## config.mk

```make
export PLATFORM = sky130hd
export DESIGN_NAME = var_delay_line
export DESIGN_NICKNAME = d
export VERILOG_FILES = /design/src/rtl/var_delay_line.sv
export SDC_FILE = /design/constraint.sdc
export NUM_CORES = 1
export LEC_CHECK = 0
export CORE_UTILIZATION = 42
export DETAILED_ROUTE_END_ITERATION = 16
export PLACE_DENSITY = 0.64
export SYNTH_ARGS = -nofsm -noshare
export SYNTH_HDL_FRONTEND = slang
export SYNTH_SLANG_ARGS = --single-unit
```

## constraint.sdc

```tcl
create_clock -name clk -period 8.1 [get_ports clk]
set_input_delay 1.62 -clock clk [delete_from_list [all_inputs] [get_ports clk]]
set_output_delay 1.62 -clock clk [all_outputs]
set_load 0.05 [all_outputs]
```

## src/rtl/var_delay_line.sv

```systemverilog
// var_delay_line: multi-lane delay line with valid tags, stall, flush and a runtime-selectable tap
// Ports: clk/rst (sync, active-high); en advances, flush clears all stages;
// cfg_load latches cfg_delay (clamped to MAX_DEPTH) into cur_delay and drops in-flight tags;
// in_valid/din in, out_valid/dout out (lane k at [k*DATA_WIDTH +: DATA_WIDTH]);
// empty = no valid tag in the active window s[0..cur_delay-1].
module var_delay_line #(
  parameter int DATA_WIDTH = 14,
  parameter int CHANNELS = 4,
  parameter int MAX_DEPTH = 8,
  localparam int DSW = $clog2(MAX_DEPTH + 1),
  localparam int W = CHANNELS * DATA_WIDTH
) (
  input  logic           clk,
  input  logic           rst,
  input  logic           en,
  input  logic           flush,
  input  logic           cfg_load,
  input  logic [DSW-1:0] cfg_delay,
  input  logic           in_valid,
  input  logic [W-1:0]   din,
  output logic           out_valid,
  output logic [W-1:0]   dout,
  output logic [DSW-1:0] cur_delay,
  output logic           empty
);
  logic [W-1:0] data [MAX_DEPTH];
  logic [MAX_DEPTH-1:0] tag;
  logic [MAX_DEPTH-1:0] win;
  logic [W-1:0] tap_data;
  logic tap_valid;
  logic bypass;
  always_ff @(posedge clk) begin
    if (rst) begin
      for (int i = 0; i < MAX_DEPTH; i++) data[i] <= '0;
      tag <= '0;
      cur_delay <= DSW'(MAX_DEPTH);
    end else begin
      if (flush) begin
        for (int i = 0; i < MAX_DEPTH; i++) data[i] <= '0;
        tag <= '0;
      end else if (en) begin
        data[0] <= din;
        for (int i = 1; i < MAX_DEPTH; i++) data[i] <= data[i-1];
        // a retap drops everything already in flight but keeps the sample captured on this edge
        tag <= cfg_load ? MAX_DEPTH'(in_valid) : (tag << 1) | MAX_DEPTH'(in_valid);
      end else if (cfg_load) begin
        tag <= '0;
      end
      if (cfg_load) cur_delay <= cfg_delay > DSW'(MAX_DEPTH) ? DSW'(MAX_DEPTH) : cfg_delay;
    end
  end
  always_comb begin
    tap_valid = 1'b0;
    tap_data = '0;
    win = '0;
    for (int i = 0; i < MAX_DEPTH; i++) begin
      win[i] = DSW'(i) < cur_delay;
      if (cur_delay == DSW'(i + 1)) begin
        tap_valid = tag[i];
        tap_data = data[i];
      end
    end
  end
  assign bypass = cur_delay == '0;
  assign out_valid = bypass ? in_valid & en : tap_valid;
  assign dout = out_valid ? (bypass ? din : tap_data) : '0;
  assign empty = ~|(tag & win);
endmodule
```

# Word level (Yosys, flattened, before mapping)
# Memory sizes are Yosys's and may differ from the RTL's.
# Index checks and enable logic that the tools add are counted.
# totals
regBits	12
ramBits	448
in_bits	66
out_inout_bits	62
memories	1
# op_classes
order_cmp	9
eq_ne	8
muxes	48
bitwise	19
reduce_logical	5
# memory_table
memory	depth	word_bits	read_ports	rd_clocked_by_memory_dff	wr	line	text
data	8	56	8	0	8	26	logic [W-1:0] data [MAX_DEPTH];
# op_table
op	count
$mux W56	26
$mux W8	3
$mux W1	18
$eq A4 B3 Y1 const B	4
$lt A3 B4 Y1 const A	4
$or A1 B1 Y1	16
$and A8 B8 Y8	1
$eq A4 B2 Y1 const B	2
$lt A1 B4 Y1 const A	2
$lt A2 B4 Y1 const A	2
$or A8 B1 Y8	1
$reduce_or A8 Y1	1
$eq A4 B1 Y1 const B	1
$eq A4 B4 Y1 const B	1
$gt A4 B4 Y1 const B	1
$logic_not A4 Y1	1
$mux W4	1
$reduce_bool A2 Y1	1
$reduce_or A2 Y1	1
$and A1 B1 Y1	1
$logic_not A1 Y1	1

# Depth between registers and ports, before layout
# logic_depth
ltp_word	11
depth_mapped	9
ltp_nobuf	5

# Worst setup path before layout
# OpenSTA, ideal clock, no wires.
# synth_path
path_kind	input to register
startpoint	input port en
endpoint	memory data[0][100] in the netlist's numbering (enable)
setup_time_ns	0.537
t_arrival_ns	5.803
required_time_ns	7.563
setup_slack_ns	1.760
cell_stages	3
path_buffers	2
cell_sequence	clkbuf_1 clkbuf_1 or3_1
# synth_rtl
item	line	text
start: declaration	15	input logic en,
end: declaration	26	

# Worst setup path in the final report
# layout_path
startpoint	register cur_delay[1]
endpoint	output port dout[14]
# layout_via
elab_chain_cells	11
elab_cells_between_ends	28
# layout_rtl
item	line	text
start: declaration	23	output logic [DSW-1:0] cur_delay,
start signal: assignment	36	cur_delay <= DSW'(MAX_DEPTH);
start signal: assignment	49	if (cfg_load) cur_delay <= cfg_delay > DSW'(MAX_DEPTH) ? DSW'(MAX_DEPTH) : cfg_delay;
$eq A4 B1 Y1	58	if (cur_delay == DSW'(i + 1)) begin
$mux W56 or $mux W1 (tied branches) (8 in a row)	58	
$mux W56 or $mux W1 (tied branches)	66, 65	
$mux W56 *	66	assign dout = out_valid ? (bypass ? din : tap_data) : '0;
end: declaration	22	output logic [W-1:0] dout,
# Every way passes the cells marked *; elsewhere a longest branch is shown, timed or not.

==> impl_metrics.yaml <==
timing:
  tns_ns: 0
  worst_pin_slew_ns: 1.30
  min_period_ns: 6.83
  finClkSkew_ns: 0.0196
  finalCritPeriodShare_pct: 84.3
  max_freq_mhz: 146
  rsz0062_at_grt: "false"
  setup_violations: 0
  slew_headroom_pct: 13.5
  hold_viol: 0
  slew_viol_final: 0
worst_setup_path:
  cp_max_fo: 63
  rrSetupSlack_ns: 6.26
  critPathBufInv: 3
  worst_r2r_path_depth: 3
  crit_family: "buffers and inverters"
  endpoint_kind: "output pin"
  max_stage_delay_ns: 0.89
  crit_slowest_cell: "clkdlybuf4s50_1"
  crit_top_cell: "buf_4"
  r2r-start: "cur_delay[0]"
  reg2reg_to: "cur_delay[0]"
  worstPathRequired_ns: 6.48
  start_kind: "flop"
  cp_data_arrival_time_ns: 5.21
  critPathKind: "reg2out"
  path_cells: "buf_4 -> buf_4 -> and2_1 -> o21ai_0 -> a21oi_1 -> a221oi_1 -> nor3_1 -> clkdlybuf4s50_1"
global_route:
  antenna_found_initial: 2
  track_usage_pct: 21.3
  grt_pass1_wl_um: 89300
  grt_max_degree: 199
  grt_pass1_vias: 14900
  gr-total-overflow: 0
detailed_routing:
  drt_first_pass_iters: 5
  vias: 15100
  wl_per_cell_um: 21.9
  drcViolationCount: 0
  drt_iter0_drc: 1297
  totalWireLength_um: 57600
  ant_nets: 0
  via_per_inst: 5.73
placement:
  dp_hpwl_um: 32400
  numPortBuffers: 127
  placedCellCount: 2537
  gp_routability_congestion: 0.777
finish:
  fin_cells: 2633
  nets: 1976
  num_antenna_cells: 0
  area_delta_synth_final_pct: 15.1
  drive_above_1_share_pct: 8.35
  n_fill_cell: 4621
  seq_area_um2: 13100
  multiInputGateArea_um2: 8320
hold_path:
  hold_start: "data[0][17]"
  hold_class: "reg2reg"
  holdPathStages: 2
  min_to: "data[0][17]"
clock_network:
  root_buffer: "clkbuf_16"
  postCtsSetupRepairBufs: 0
  htree_levels: 2
  cts_resized: 0
  clock_path_buffers: 3
  tritoncts: "yes"
  numCtsBuffers: 51
  cts_sinks: 460
  clock_latency_ns: 0.60
  ctsHoldBuffers: 0
  clk_pin_slew_worst_paths_ns: 0.06
floorplan:
  start_util_pct: 42.9
  dieArea_um2: 53700
  boundaryPins: 128
  die_h_um: 232
  die_w_um: 232
  coreArea_um2: 51700
  rows: 83
synth:
  ys_ff_latch: 460
  syn-instance-count: 1867
  synthArstFlopShare_pct: 0
  ys.flop_type: "edfxtp_1"
  synth.distinct_cells: 45
  syn_area_um2: 22200
  syn_area_per_cell_um2: 11.9
  synth_area_leaders: "edfxtp_1 (53%), and2_1 (11%), mux2i_1 (7.7%)"
  yosys.area.top_type: "edfxtp_1"
  synth.net_count: 1933
  synth_edf_count: 392
  ys_warn_count: 0
  netlist.area_leader.share_pct: 53.1
  ys_seq_area_share_pct: 59.2
job:
  max-cap-violations: 0
pwr:
  ir_worst_vdd_mv: 0.138
  p_leak_nw: 9.30
  power_density_nw_per_um2: 214
status:
  run_status: "completed"
==> power breakdown <==
part,internal [W],switching (W),total (W)
clock network,0.00137,0.000964,0.00234
registers,0.00266,0.0000601,0.00272
logic,0.000148,0.000266,0.000415
==> registers in the layout, indices dropped and copies added, names as in the netlist <==
| register | flops |
|---|---|
| cur_delay | 4 |
| data | 448 |
| tag | 8 |
==> worst max-delay path by stage <==
stage,slack [ns],from,to,cells past startpoint
after global placement,1.78,in_valid,dout[30],7
after global routing,1.03,cur_delay[1],dout[14],8
final,1.27,cur_delay[1],dout[14],8
after floorplan,1.76,en,data[0][100],3
after CTS,1.18,cur_delay[1],dout[4],8
after detailed placement,1.73,in_valid,dout[32],7
==> layout by cell type, fill, tap and decap left out, types with 31 or more instances in the layout <==
cell type / Yosys / final
mux2_2: 32 / 32
o22ai_1: 63 / 63
a211o_1: 31 / 31
edfxtp_1: 392 / 392
and2_1: 387 / 387
clkdlybuf4s50_1: 0 / 126
a21oi_1: 147 / 146
clkbuf_16: 0 / 51
dfxtp_1: 68 / 64
nor2_1: 90 / 89
mux2i_1: 170 / 170
o21ai_0: 79 / 79
==> metal layers <==
layer | routed length [µm] | up-vias | part of all wire, % | global-route usage (%)
li1 | - | 6971 | - | -
met1 | 26500 | 7586 | 46 | 30.4
met2 | 26500 | 437 | 46 | 33.4
met3 | 3300 | 85 | 5.7 | 3.68
met4 | 1260 | 4 | 2.2 | 5.84
met5 | 23 | - | 0.040 | 0
==> worst register-to-register path, delay by kind of cell, from the launching register on <==
family / cells / cell delay, ns
buffers and inverters: 1 / 0.66
AO/OA/AOI/OAI: 1 / 0.16
AND/OR/NAND/NOR: 1 / 0.14
flip-flops: 1 / 0.81
==> area by class of cell <==
type	instances	share of cell area [%]
Timing Repair Buffer	156	5.87
Sequential cell	460	51.5
Multi-Input combinational cell	1228	32.6
Inverter	13	0.191
Clock buffer	76	5.56
Clock inverter	20	0.941
Tap cell	680	3.33
==> synth_stat cells, types with 2 or more instances <==
cell      number
edfxtp_1     392
and2_1       387
mux2i_1      170
a21oi_1      147
clkbuf_1     114
nor2_1        90
o21ai_0       79
dfxtp_1       68
o22ai_1       63
mux2_2        32
a211o_1       31
nand2_1       30
buf_2         29
nor3_1        24
a221oi_1      19
o22a_1        18
o221ai_1      17
a221o_1       16
nand3_1       16
a311oi_1      15
nor2b_1       15
buf_1         12
inv_1         11
a211oi_2       9
nand2b_1       9
buf_4          8
a21o_1         7
a211oi_1       5
or3_1          5
or2_2          4
a31oi_1        3
buf_6          3
nand3b_1       3
o221a_2        3
inv_2          2
nand4_1        2
==> logic make-up after synthesis <==
logic type      after synthesis  share of synthesized area, %
flops                       460                          59.2
mux                         202                          9.30
compound gates              438                          13.0
buf+inv                     179                          3.43
simple gates                588                          15.0
==> through the flow <==
step           util (%)  hold WS [ns]  power, W  cell area [µm²]  setup WS, ns
6_report           49.4         0.519   0.00547            25500          1.27
5_1_grt            49.4         0.546   0.00563            25500          1.03
4_1_cts            49.4         0.523   0.00550            25500          1.18
3_5_place_dp       46.1         0.507   0.00318            23900          1.73
3_3_place_gp       46.1         0.494   0.00317            23900          1.78
2_1_floorplan         -         0.470   0.00302            22200          1.76
Note: power is estimated with default switching activity, not from simulation.
